## src/rtl/parking_gate_ctrl_if.sv

```systemverilog
`default_nettype none
// ==========================================================================
// parking_gate_ctrl_if - lane sensors, motor drives and count pulses. rev 1.0
// ==========================================================================
interface parking_gate_ctrl_if;
  logic full;
  logic en_loop;
  logic en_beam;
  logic ex_loop;
  logic ex_beam;
  logic car_in;
  logic car_out;
  logic en_mot_open;
  logic en_mot_close;
  logic ex_mot_open;
  logic ex_mot_close;
  logic en_gate_up;
  logic ex_gate_up;
  logic en_denied;

  modport master (
    output full, en_loop, en_beam, ex_loop, ex_beam,
    input  car_in, car_out, en_mot_open, en_mot_close, ex_mot_open,
           ex_mot_close, en_gate_up, ex_gate_up, en_denied
  );

  modport slave (
    input  full, en_loop, en_beam, ex_loop, ex_beam,
    output car_in, car_out, en_mot_open, en_mot_close, ex_mot_open,
           ex_mot_close, en_gate_up, ex_gate_up, en_denied
  );
endinterface
`default_nettype wire

```

## src/rtl/parking_gate_ctrl.sv

```systemverilog
`default_nettype none
// ==========================================================================
// parking_gate_ctrl - debounced two-lane barrier sequencer with count arbiter. rev 1.0
// ==========================================================================
module parking_gate_ctrl #(
  parameter int DEBOUNCE     = 4,
  parameter int OPEN_CYCLES  = 8,
  parameter int CLOSE_CYCLES = 8,
  parameter int PASS_TIMEOUT = 64,
  parameter int TW           = 16
) (
  input  logic                clk,
  input  logic                reset,
  parking_gate_ctrl_if.slave  bus
);

  typedef enum logic [2:0] {
    S_IDLE      = 3'd0,
    S_OPENING   = 3'd1,
    S_WAIT_PASS = 3'd2,
    S_PASSING   = 3'd3,
    S_CLOSING   = 3'd4
  } state_t;

  localparam int            CW        = $clog2(DEBOUNCE + 1);
  localparam logic [CW-1:0] C_DB_LAST = CW'(DEBOUNCE - 1);
  localparam logic [TW-1:0] C_OPEN    = TW'(OPEN_CYCLES);
  localparam logic [TW-1:0] C_CLOSE   = TW'(CLOSE_CYCLES);
  localparam logic [TW-1:0] C_PASS    = TW'(PASS_TIMEOUT);
  localparam logic [TW-1:0] C_ONE     = TW'(1);

  // Sensor order: 0 en_loop, 1 en_beam, 2 ex_loop, 3 ex_beam
  logic [3:0] raw;
  logic [3:0] filt;
  assign raw = {bus.ex_beam, bus.ex_loop, bus.en_beam, bus.en_loop};

  for (genvar i = 0; i < 4; i++) begin : g_filt
    logic [CW-1:0] cnt;
    logic          val;
    always_ff @(posedge clk) begin
      if (reset) begin
        cnt <= '0;
        val <= 1'b0;
      end else if (raw[i] == val) begin
        cnt <= '0;
      end else if (cnt == C_DB_LAST) begin
        cnt <= '0;
        val <= raw[i];
      end else begin
        cnt <= cnt + 1'b1;
      end
    end
    assign filt[i] = val;
  end

  logic [1:0] loop_f;
  logic [1:0] beam_f;
  logic [1:0] permit;
  assign loop_f = {filt[2], filt[0]};
  assign beam_f = {filt[3], filt[1]};
  // Only the entry lane is gated by the occupancy flag
  assign permit = {1'b1, ~bus.full};

  for (genvar l = 0; l < 2; l++) begin : g_lane
    state_t        state;
    state_t        state_nxt;
    logic [TW-1:0] timer;
    logic [TW-1:0] timer_nxt;
    logic          counted;
    logic          counted_nxt;
    logic          req_q;
    logic          req_nxt;
    logic          expire;
    logic          is_idle;
    logic          mot_open;
    logic          mot_close;
    logic          gate_up;

    assign expire = (timer == C_ONE);

    always_ff @(posedge clk) begin
      if (reset) begin
        state   <= S_IDLE;
        timer   <= '0;
        counted <= 1'b0;
        req_q   <= 1'b0;
      end else begin
        state   <= state_nxt;
        timer   <= timer_nxt;
        counted <= counted_nxt;
        req_q   <= req_nxt;
      end
    end

    // counted keeps a reversed car from being counted on each beam clear
    always_comb begin
      state_nxt   = state;
      timer_nxt   = (timer != '0) ? timer - 1'b1 : timer;
      counted_nxt = counted;
      req_nxt     = 1'b0;
      case (state)
        S_IDLE: begin
          counted_nxt = 1'b0;
          if (loop_f[l] && permit[l]) begin
            state_nxt = S_OPENING;
            timer_nxt = C_OPEN;
          end
        end
        S_OPENING: begin
          if (expire) begin
            state_nxt = S_WAIT_PASS;
            timer_nxt = C_PASS;
          end
        end
        S_WAIT_PASS: begin
          if (beam_f[l]) begin
            state_nxt = S_PASSING;
            timer_nxt = '0;
          end else if (expire) begin
            state_nxt = S_CLOSING;
            timer_nxt = C_CLOSE;
          end
        end
        S_PASSING: begin
          if (!beam_f[l]) begin
            state_nxt   = S_CLOSING;
            timer_nxt   = C_CLOSE;
            req_nxt     = !counted;
            counted_nxt = 1'b1;
          end
        end
        S_CLOSING: begin
          if (beam_f[l]) begin
            state_nxt = S_OPENING;
            timer_nxt = C_OPEN;
          end else if (expire) begin
            state_nxt = S_IDLE;
            timer_nxt = '0;
          end
        end
        default: begin
          state_nxt = S_IDLE;
          timer_nxt = '0;
        end
      endcase
    end

    assign is_idle   = (state == S_IDLE);
    assign mot_open  = (state == S_OPENING);
    assign mot_close = (state == S_CLOSING);
    assign gate_up   = (state == S_WAIT_PASS) || (state == S_PASSING);
  end

  logic req_en;
  logic req_ex;
  assign req_en = g_lane[0].req_q;
  assign req_ex = g_lane[1].req_q;

  logic denied_q;
  always_ff @(posedge clk) begin
    if (reset) begin
      denied_q <= 1'b0;
    end else begin
      denied_q <= g_lane[0].is_idle && loop_f[0] && bus.full;
    end
  end

  // Exit always wins; a deferred entry waits in pend until no exit request
  logic car_in_q;
  logic car_out_q;
  logic pend;
  always_ff @(posedge clk) begin
    if (reset) begin
      car_in_q  <= 1'b0;
      car_out_q <= 1'b0;
      pend      <= 1'b0;
    end else begin
      car_out_q <= req_ex;
      if (req_ex) begin
        car_in_q <= 1'b0;
        pend     <= pend | req_en;
      end else begin
        car_in_q <= pend | req_en;
        pend     <= pend & req_en;
      end
    end
  end

  assign bus.car_in       = car_in_q;
  assign bus.car_out      = car_out_q;
  assign bus.en_denied    = denied_q;
  assign bus.en_mot_open  = g_lane[0].mot_open;
  assign bus.en_mot_close = g_lane[0].mot_close;
  assign bus.en_gate_up   = g_lane[0].gate_up;
  assign bus.ex_mot_open  = g_lane[1].mot_open;
  assign bus.ex_mot_close = g_lane[1].mot_close;
  assign bus.ex_gate_up   = g_lane[1].gate_up;

endmodule
`default_nettype wire

```

## src/flat_wrapper.sv

```systemverilog
// flat-port wrapper written by rule: the top's interface ports become plain ports
module parking_gate_ctrl_flat 
#(
  parameter int DEBOUNCE     = 4,
  parameter int OPEN_CYCLES  = 8,
  parameter int CLOSE_CYCLES = 8,
  parameter int PASS_TIMEOUT = 64,
  parameter int TW           = 16
)
  (clk, reset, bus_full, bus_en_loop, bus_en_beam, bus_ex_loop, bus_ex_beam, bus_car_in, bus_car_out, bus_en_mot_open, bus_en_mot_close, bus_ex_mot_open, bus_ex_mot_close, bus_en_gate_up, bus_ex_gate_up, bus_en_denied);
  parking_gate_ctrl_if bus_i ();
  input  logic clk;
  input  logic reset;
  input wire logic [$bits(bus_i.full)-1:0] bus_full;
  input wire logic [$bits(bus_i.en_loop)-1:0] bus_en_loop;
  input wire logic [$bits(bus_i.en_beam)-1:0] bus_en_beam;
  input wire logic [$bits(bus_i.ex_loop)-1:0] bus_ex_loop;
  input wire logic [$bits(bus_i.ex_beam)-1:0] bus_ex_beam;
  output wire logic [$bits(bus_i.car_in)-1:0] bus_car_in;
  output wire logic [$bits(bus_i.car_out)-1:0] bus_car_out;
  output wire logic [$bits(bus_i.en_mot_open)-1:0] bus_en_mot_open;
  output wire logic [$bits(bus_i.en_mot_close)-1:0] bus_en_mot_close;
  output wire logic [$bits(bus_i.ex_mot_open)-1:0] bus_ex_mot_open;
  output wire logic [$bits(bus_i.ex_mot_close)-1:0] bus_ex_mot_close;
  output wire logic [$bits(bus_i.en_gate_up)-1:0] bus_en_gate_up;
  output wire logic [$bits(bus_i.ex_gate_up)-1:0] bus_ex_gate_up;
  output wire logic [$bits(bus_i.en_denied)-1:0] bus_en_denied;
  assign bus_i.full = bus_full;
  assign bus_i.en_loop = bus_en_loop;
  assign bus_i.en_beam = bus_en_beam;
  assign bus_i.ex_loop = bus_ex_loop;
  assign bus_i.ex_beam = bus_ex_beam;
  assign bus_car_in = bus_i.car_in;
  assign bus_car_out = bus_i.car_out;
  assign bus_en_mot_open = bus_i.en_mot_open;
  assign bus_en_mot_close = bus_i.en_mot_close;
  assign bus_ex_mot_open = bus_i.ex_mot_open;
  assign bus_ex_mot_close = bus_i.ex_mot_close;
  assign bus_en_gate_up = bus_i.en_gate_up;
  assign bus_ex_gate_up = bus_i.ex_gate_up;
  assign bus_en_denied = bus_i.en_denied;
  parking_gate_ctrl #(.DEBOUNCE(DEBOUNCE), .OPEN_CYCLES(OPEN_CYCLES), .CLOSE_CYCLES(CLOSE_CYCLES), .PASS_TIMEOUT(PASS_TIMEOUT), .TW(TW)) u_core (.clk(clk), .reset(reset), .bus(bus_i));
endmodule
```

## config.mk

```make
export PLATFORM = sky130hd
export DESIGN_NAME = parking_gate_ctrl_flat
export DESIGN_NICKNAME = d
export VERILOG_FILES = /design/src/rtl/parking_gate_ctrl_if.sv /design/src/rtl/parking_gate_ctrl.sv /design/src/flat_wrapper.sv
export SDC_FILE = /design/constraint.sdc
export NUM_CORES = 1
export LEC_CHECK = 0
export CAP_MARGIN = 20
export CORE_MARGIN = 2
export CORE_UTILIZATION = 50
export DETAILED_ROUTE_END_ITERATION = 10
export PLACE_DENSITY = 0.68
export SLEW_MARGIN = 40
export SYNTH_ARGS = -nofsm -noshare
export SYNTH_HDL_FRONTEND = slang
export SYNTH_SLANG_ARGS = --single-unit
```

## constraint.sdc

```tcl
create_clock -name clk -period 2.6 [get_ports clk]
set_clock_uncertainty 0.1 [all_clocks]
set_input_delay 0.39 -clock clk [delete_from_list [all_inputs] [get_ports clk]]
set_output_delay 0.39 -clock clk [all_outputs]
set_load 0.1 [all_outputs]
```

== Word level (Yosys, flattened, before mapping) ==
Index checks and enable logic that the tools add are counted.

* Word-level logic and storage cells: 130
* Output and inout bits: 9
* Bits in registers: 62
* Input port bits: 7

* Add/subtract/negate cells: 6
* Muxes and demuxes: 39
* Equal/unequal tests: 28
* Bitwise gates (word level): 9
* Reductions and logical operators: 28

{| class="wikitable"
|+ Operators with widths
! cell !! number
|-
| 2-to-1 mux 16 bit || 16
|-
| one-hot mux 16 bit (5 select lines) || 2
|-
| 2-to-1 mux 3 bit || 14
|-
| equality test 16 x 1 -> 1 bit, second input constant || 2
|-
| nonzero test 16 bit || 2
|-
| subtractor 16 x 1 -> 16 bit, second input constant || 2
|-
| one-hot mux 3 bit (5 select lines) || 2
|-
| equality test 3 x 2 -> 1 bit, second input constant || 8
|-
| OR reduction 3 bit || 6
|-
| adder 3 x 1 -> 3 bit, second input constant || 4
|-
| != test 3 x 1 -> 1 bit, second input constant || 4
|-
| AND reduction 2 bit || 6
|-
| AND reduction 5 bit || 2
|-
| NOT 1 bit || 7
|-
| equality test 3 x 1 -> 1 bit, second input constant || 2
|-
| equality test 3 bit, second input constant || 2
|-
| zero test 3 bit || 2
|-
| != test 2 x 1 -> 1 bit, second input constant || 3
|-
| != test 2 bit, second input constant || 3
|-
| equality test 1 bit || 4
|-
| one-hot mux 1 bit (2 select lines) || 2
|-
| nonzero test 2 bit || 2
|-
| logical AND 1 bit || 3
|-
| 2-to-1 mux 1 bit || 3
|-
| other kinds (5) || 7
|}

== Logic depth before layout (Yosys ltp) ==
* Depth in word-level cells: 5
* Gate-level depth with buffers: 8
* Depth with buffers taken out: 7

== Least setup slack after synthesis ==
No wires, ideal clock.

* Path kind: reg-to-output
* Start: register u_core.g_lane[1].state[2]
* End: output bus_ex_mot_close
* Required time: 2.110 ns
* Buffers on the path: 2
* Stages on the path, launching flop included: 4
* Slack: -0.918 ns
* Data arrival time: 3.028 ns
* Cell sequence: dfxtp_1 clkbuf_1 clkbuf_1 nor3b_1

* Word-level cells in the longest chain between the ends: 1

{| class="wikitable"
|+ RTL lines
! item !! RTL line !! text
|-
| start, declared || parking_gate_ctrl.sv:65 || <nowiki>state_t state;</nowiki>
|-
| start signal, assigned || parking_gate_ctrl.sv:88 || <nowiki>state <= state_nxt;</nowiki>
|-
| equality test 3 bit || parking_gate_ctrl.sv:150 || <nowiki>assign mot_close = (state == S_CLOSING);</nowiki>
|-
| end, declared || flat_wrapper.sv:24 || <nowiki>output wire logic [$bits(bus_i.ex_mot_close)-1:0] bus_ex_mot_close;</nowiki>
|}

No other way between the ends.

== Final worst setup path ==
* Start: register u_core.g_lane[0].timer[0]
* End: register u_core.g_lane[0].timer[6]

* Word-level cells in the longest chain between the ends: 5
* Elaborated cells between the ends (all ways): 12
* Those cells by class: add/sub: 1; eq/ne: 1; mux: 9; reduce/logical: 1

{| class="wikitable"
|+ RTL lines
! item !! RTL line !! text
|-
| start, declared || parking_gate_ctrl.sv:67 || <nowiki>logic [TW-1:0] timer;</nowiki>
|-
| start signal, assigned || parking_gate_ctrl.sv:89 || <nowiki>timer <= timer_nxt;</nowiki>
|-
| subtractor 16 x 1 -> 16 bit / nonzero test 16 bit (equally long branches) || parking_gate_ctrl.sv:98 || <nowiki>timer_nxt = (timer != '0) ? timer - 1'b1 : timer;</nowiki>
|-
| 2-to-1 mux 16 bit || parking_gate_ctrl.sv:98 ||
|-
| 2-to-1 mux 16 bit, on equally long branches || parking_gate_ctrl.sv:136, parking_gate_ctrl.sv:119 ||
|-
| 2-to-1 mux 16 bit, on equally long branches || parking_gate_ctrl.sv:133, parking_gate_ctrl.sv:116 ||
|-
| one-hot mux 16 bit (5 select lines) * || parking_gate_ctrl.sv:101 || <nowiki>case (state)</nowiki>
|}

Mark *: on every way between the ends. The rest lies on a longest branch, timed or not.
A chain may end at the register's enable or synchronous reset.

==> flow_summary.json <==
{
  "cts_tree": "built",
  "utilization_pct": 57.5,
  "synth_area_per_cell_sq_um": 8.35,
  "dpl.hpwl_mm": 4.26,
  "crit_path_start": "u_core.g_lane[0].timer[0]",
  "endpoint": "u_core.g_lane[0].timer[6]",
  "synth.cell_area_sq_um": 3200,
  "drt-pass1-iter-count": 4,
  "ys_types": 51,
  "die_h_um": 84.0,
  "r2r_cells": 7,
  "min_path_type": "register to register",
  "cts_hold_buf": 0,
  "worstSetupPathType": "register to register",
  "max-vdd-ir-drop_mv": 0.544,
  "clock_latency_ns": 0.34,
  "overflow": 0,
  "finalHoldViolations": 0,
  "cts_root_buffer": "clkbuf_8",
  "drive_above_1_share_pct": 9.93,
  "grt_max_degree": 27,
  "die_x_um": 84.0,
  "tns_ns": 0,
  "ys_warn_count": 0,
  "syn_to_final_growth_pct": 12.9,
  "power_leakage_nw": 1.43,
  "wl_per_cell_um": 13.0,
  "cts_resized": 0,
  "start_util_pct": 51.0,
  "htreeDepth": 3,
  "core_sq_um": 6280,
  "cp_max_fo": 11,
  "fp-row-count": 29,
  "setup_viol": 0,
  "nFillCells": 582,
  "post_cts_buffers": 0,
  "port_buffers": 15,
  "synth-edff-count": 0,
  "grt_pass1_wl_mm": 10.9,
  "status": "completed",
  "ios": 16,
  "ys.flop_type": "dfxtp_1",
  "startpoint_type": "register",
  "synth_top_cell_area_share_pct": 38.8,
  "diodes": 0,
  "first_global_vias": 2490,
  "fmax_ghz": 0.438,
  "drv_cap": 0,
  "reg2reg_from": "u_core.g_lane[0].timer[0]",
  "synth_common_cells": "dfxtp_1 (62), nor2_1 (62), inv_1 (21)",
  "clockBufferDepth": 2,
  "synthArstFlopShare_pct": 0,
  "vias_per_cell": 5.57,
  "end_kind": "register",
  "drtAntennaViolNets": 0,
  "r2r_end": "u_core.g_lane[0].timer[6]",
  "crit_required_ns": 2.74,
  "min_period_over_period_pct": 87.7,
  "yosysSeqAreaShare_pct": 38.8,
  "drc": 0,
  "clk_pin_slew_ns": 0.07,
  "power_density_nw_per_um2": 1080,
  "drt-initial-drc-count": 147,
  "numCtsBuffers": 9,
  "maxSlewViolCount": 0,
  "rrSetupSlack_ns": 0.32,
  "die_area_sq_um": 7050,
  "place_congestion": 0.861,
  "num_vias": 2674,
  "globalRouteTotalUtil_pct": 18.7,
  "period_needed_ns": 2.28,
  "syn-num-nets": 404,
  "clock-sinks": 62,
  "yosys-top-cells-area": "dfxtp_1 (39%), nor2_1 (7.3%), ha_1 (5.5%), xor2_1 (5.2%), nand3_1 (2.7%)",
  "ys_ff_latch": 62,
  "final_nets": 419,
  "rsz0062_at_grt": "no",
  "wirelength_mm": 6.26,
  "worst_slew_pin_slew_ns": 0.555,
  "yosysTopAreaCell": "dfxtp_1",
  "antenna_found_initial": 0,
  "critPathArrivalTime_ns": 2.42,
  "syn_inst": 383,
  "slew_headroom_pct": 63.0
}
==> how the worst min path moves through the flow <==
| stage | end | cells past startpoint | from | slack, ns |
|---|---|---|---|---|
| detailed placement | u_core.g_filt[2].cnt[0] | 1 | u_core.g_filt[2].cnt[0] | 0.32 |
| finish | u_core.g_filt[0].cnt[0] | 1 | u_core.g_filt[0].cnt[0] | 0.32 |
| floorplan | u_core.g_filt[0].cnt[0] | 1 | u_core.g_filt[0].cnt[0] | 0.30 |
| global route | u_core.g_filt[0].cnt[0] | 1 | u_core.g_filt[0].cnt[0] | 0.34 |
| global placement | u_core.g_filt[0].cnt[0] | 1 | u_core.g_filt[0].cnt[0] | 0.31 |
| CTS | u_core.g_filt[2].cnt[0] | 1 | u_core.g_filt[2].cnt[0] | 0.33 |
==> stage by stage <==
stage / power, mW / setup WS (ns) / cell area (sq um) / hold slack (ns) / std cells
after detailed placement: 3.05 / 0.369 / 3410 / 0.316 / 464
after CTS: 3.94 / 0.312 / 3610 / 0.326 / 480
after floorplan: 2.68 / 0.0306 / 3210 / 0.299 / 383
final: 3.92 / 0.319 / 3610 / 0.318 / 480
after global routing: 4.25 / 0.157 / 3610 / 0.341 / 480
after global placement: 3.03 / 0.372 / 3410 / 0.308 / 464
==> critical path: stages, from the launching register on <==
cell and delay (ns):
dfxtp_1 0.37, inv_1 0.10, ha_1 0.25, nor4b_1 0.25
or4b_4 0.58, nand3_1 0.14, o21ai_0 0.08, a311oi_1 0.29
==> logic make-up (layout without fill, tap and decap cells) <==
| group | after synthesis | after routing | share of synthesized area, % |
|---|---|---|---|
| adder cells (fa/ha/maj) | 15 | 15 | 5.79 |
| buffers and inverters | 40 | 60 | 5.01 |
| AO/OA/AOI/OAI | 64 | 64 | 13.5 |
| flip-flops | 62 | 62 | 38.8 |
| XOR/XNOR | 28 | 28 | 7.67 |
| multiplexers | 6 | 6 | 1.88 |
| AND/OR/NAND/NOR | 168 | 168 | 27.4 |
==> metal layers <==
layer	global-route usage (%)	part of all wire, %
met1	24.9	49
met2	29.2	45
met3	4.25	4.1
met4	7.62	1.6
met5	0	0
==> cells in the final DEF, fill, tap and decap left out, drive strengths merged, types with 7 or more instances in the layout <==
cell / n
o21ai: 16
dfxtp: 62
or3: 8
nand2b: 11
xnor2: 9
ha: 14
nand3: 17
nor2: 62
buf: 17
nor4: 7
nor3: 16
nand2: 7
clkbuf: 11
xor2: 19
nand4: 11
a21oi: 11
inv: 21
==> report_power, final <==
part           internal, mW  switching [mW]
combinational         0.739           0.970
sequential             1.14           0.216
clock                 0.469           0.382
total                  2.35            1.57
==> area by class of cell <==
type                    count  area (sq um)  share of cell area [%]
clock buffers              11           141                    3.91
repair buffers             23           188                    5.20
flip-flops and latches     62          1240                    34.4
multi-input cells         281          1810                    50.1
clock inverters             5          58.8                    1.63
inverters                  21          78.8                    2.18
well taps                  77          96.3                    2.67
==> state kept, by name (all words and copies together), names as in the netlist <==
name	flops
u_core.g_lane.req_q	2
u_core.g_lane.timer	32
u_core.bus.car_out	1
u_core.g_filt.val	4
u_core.g_filt.cnt	12
u_core.bus.en_denied	1
u_core.pend	1
u_core.bus.car_in	1
u_core.g_lane.state	6
u_core.g_lane.counted	2
No activity file was read; power rests on OpenSTA's default activity.
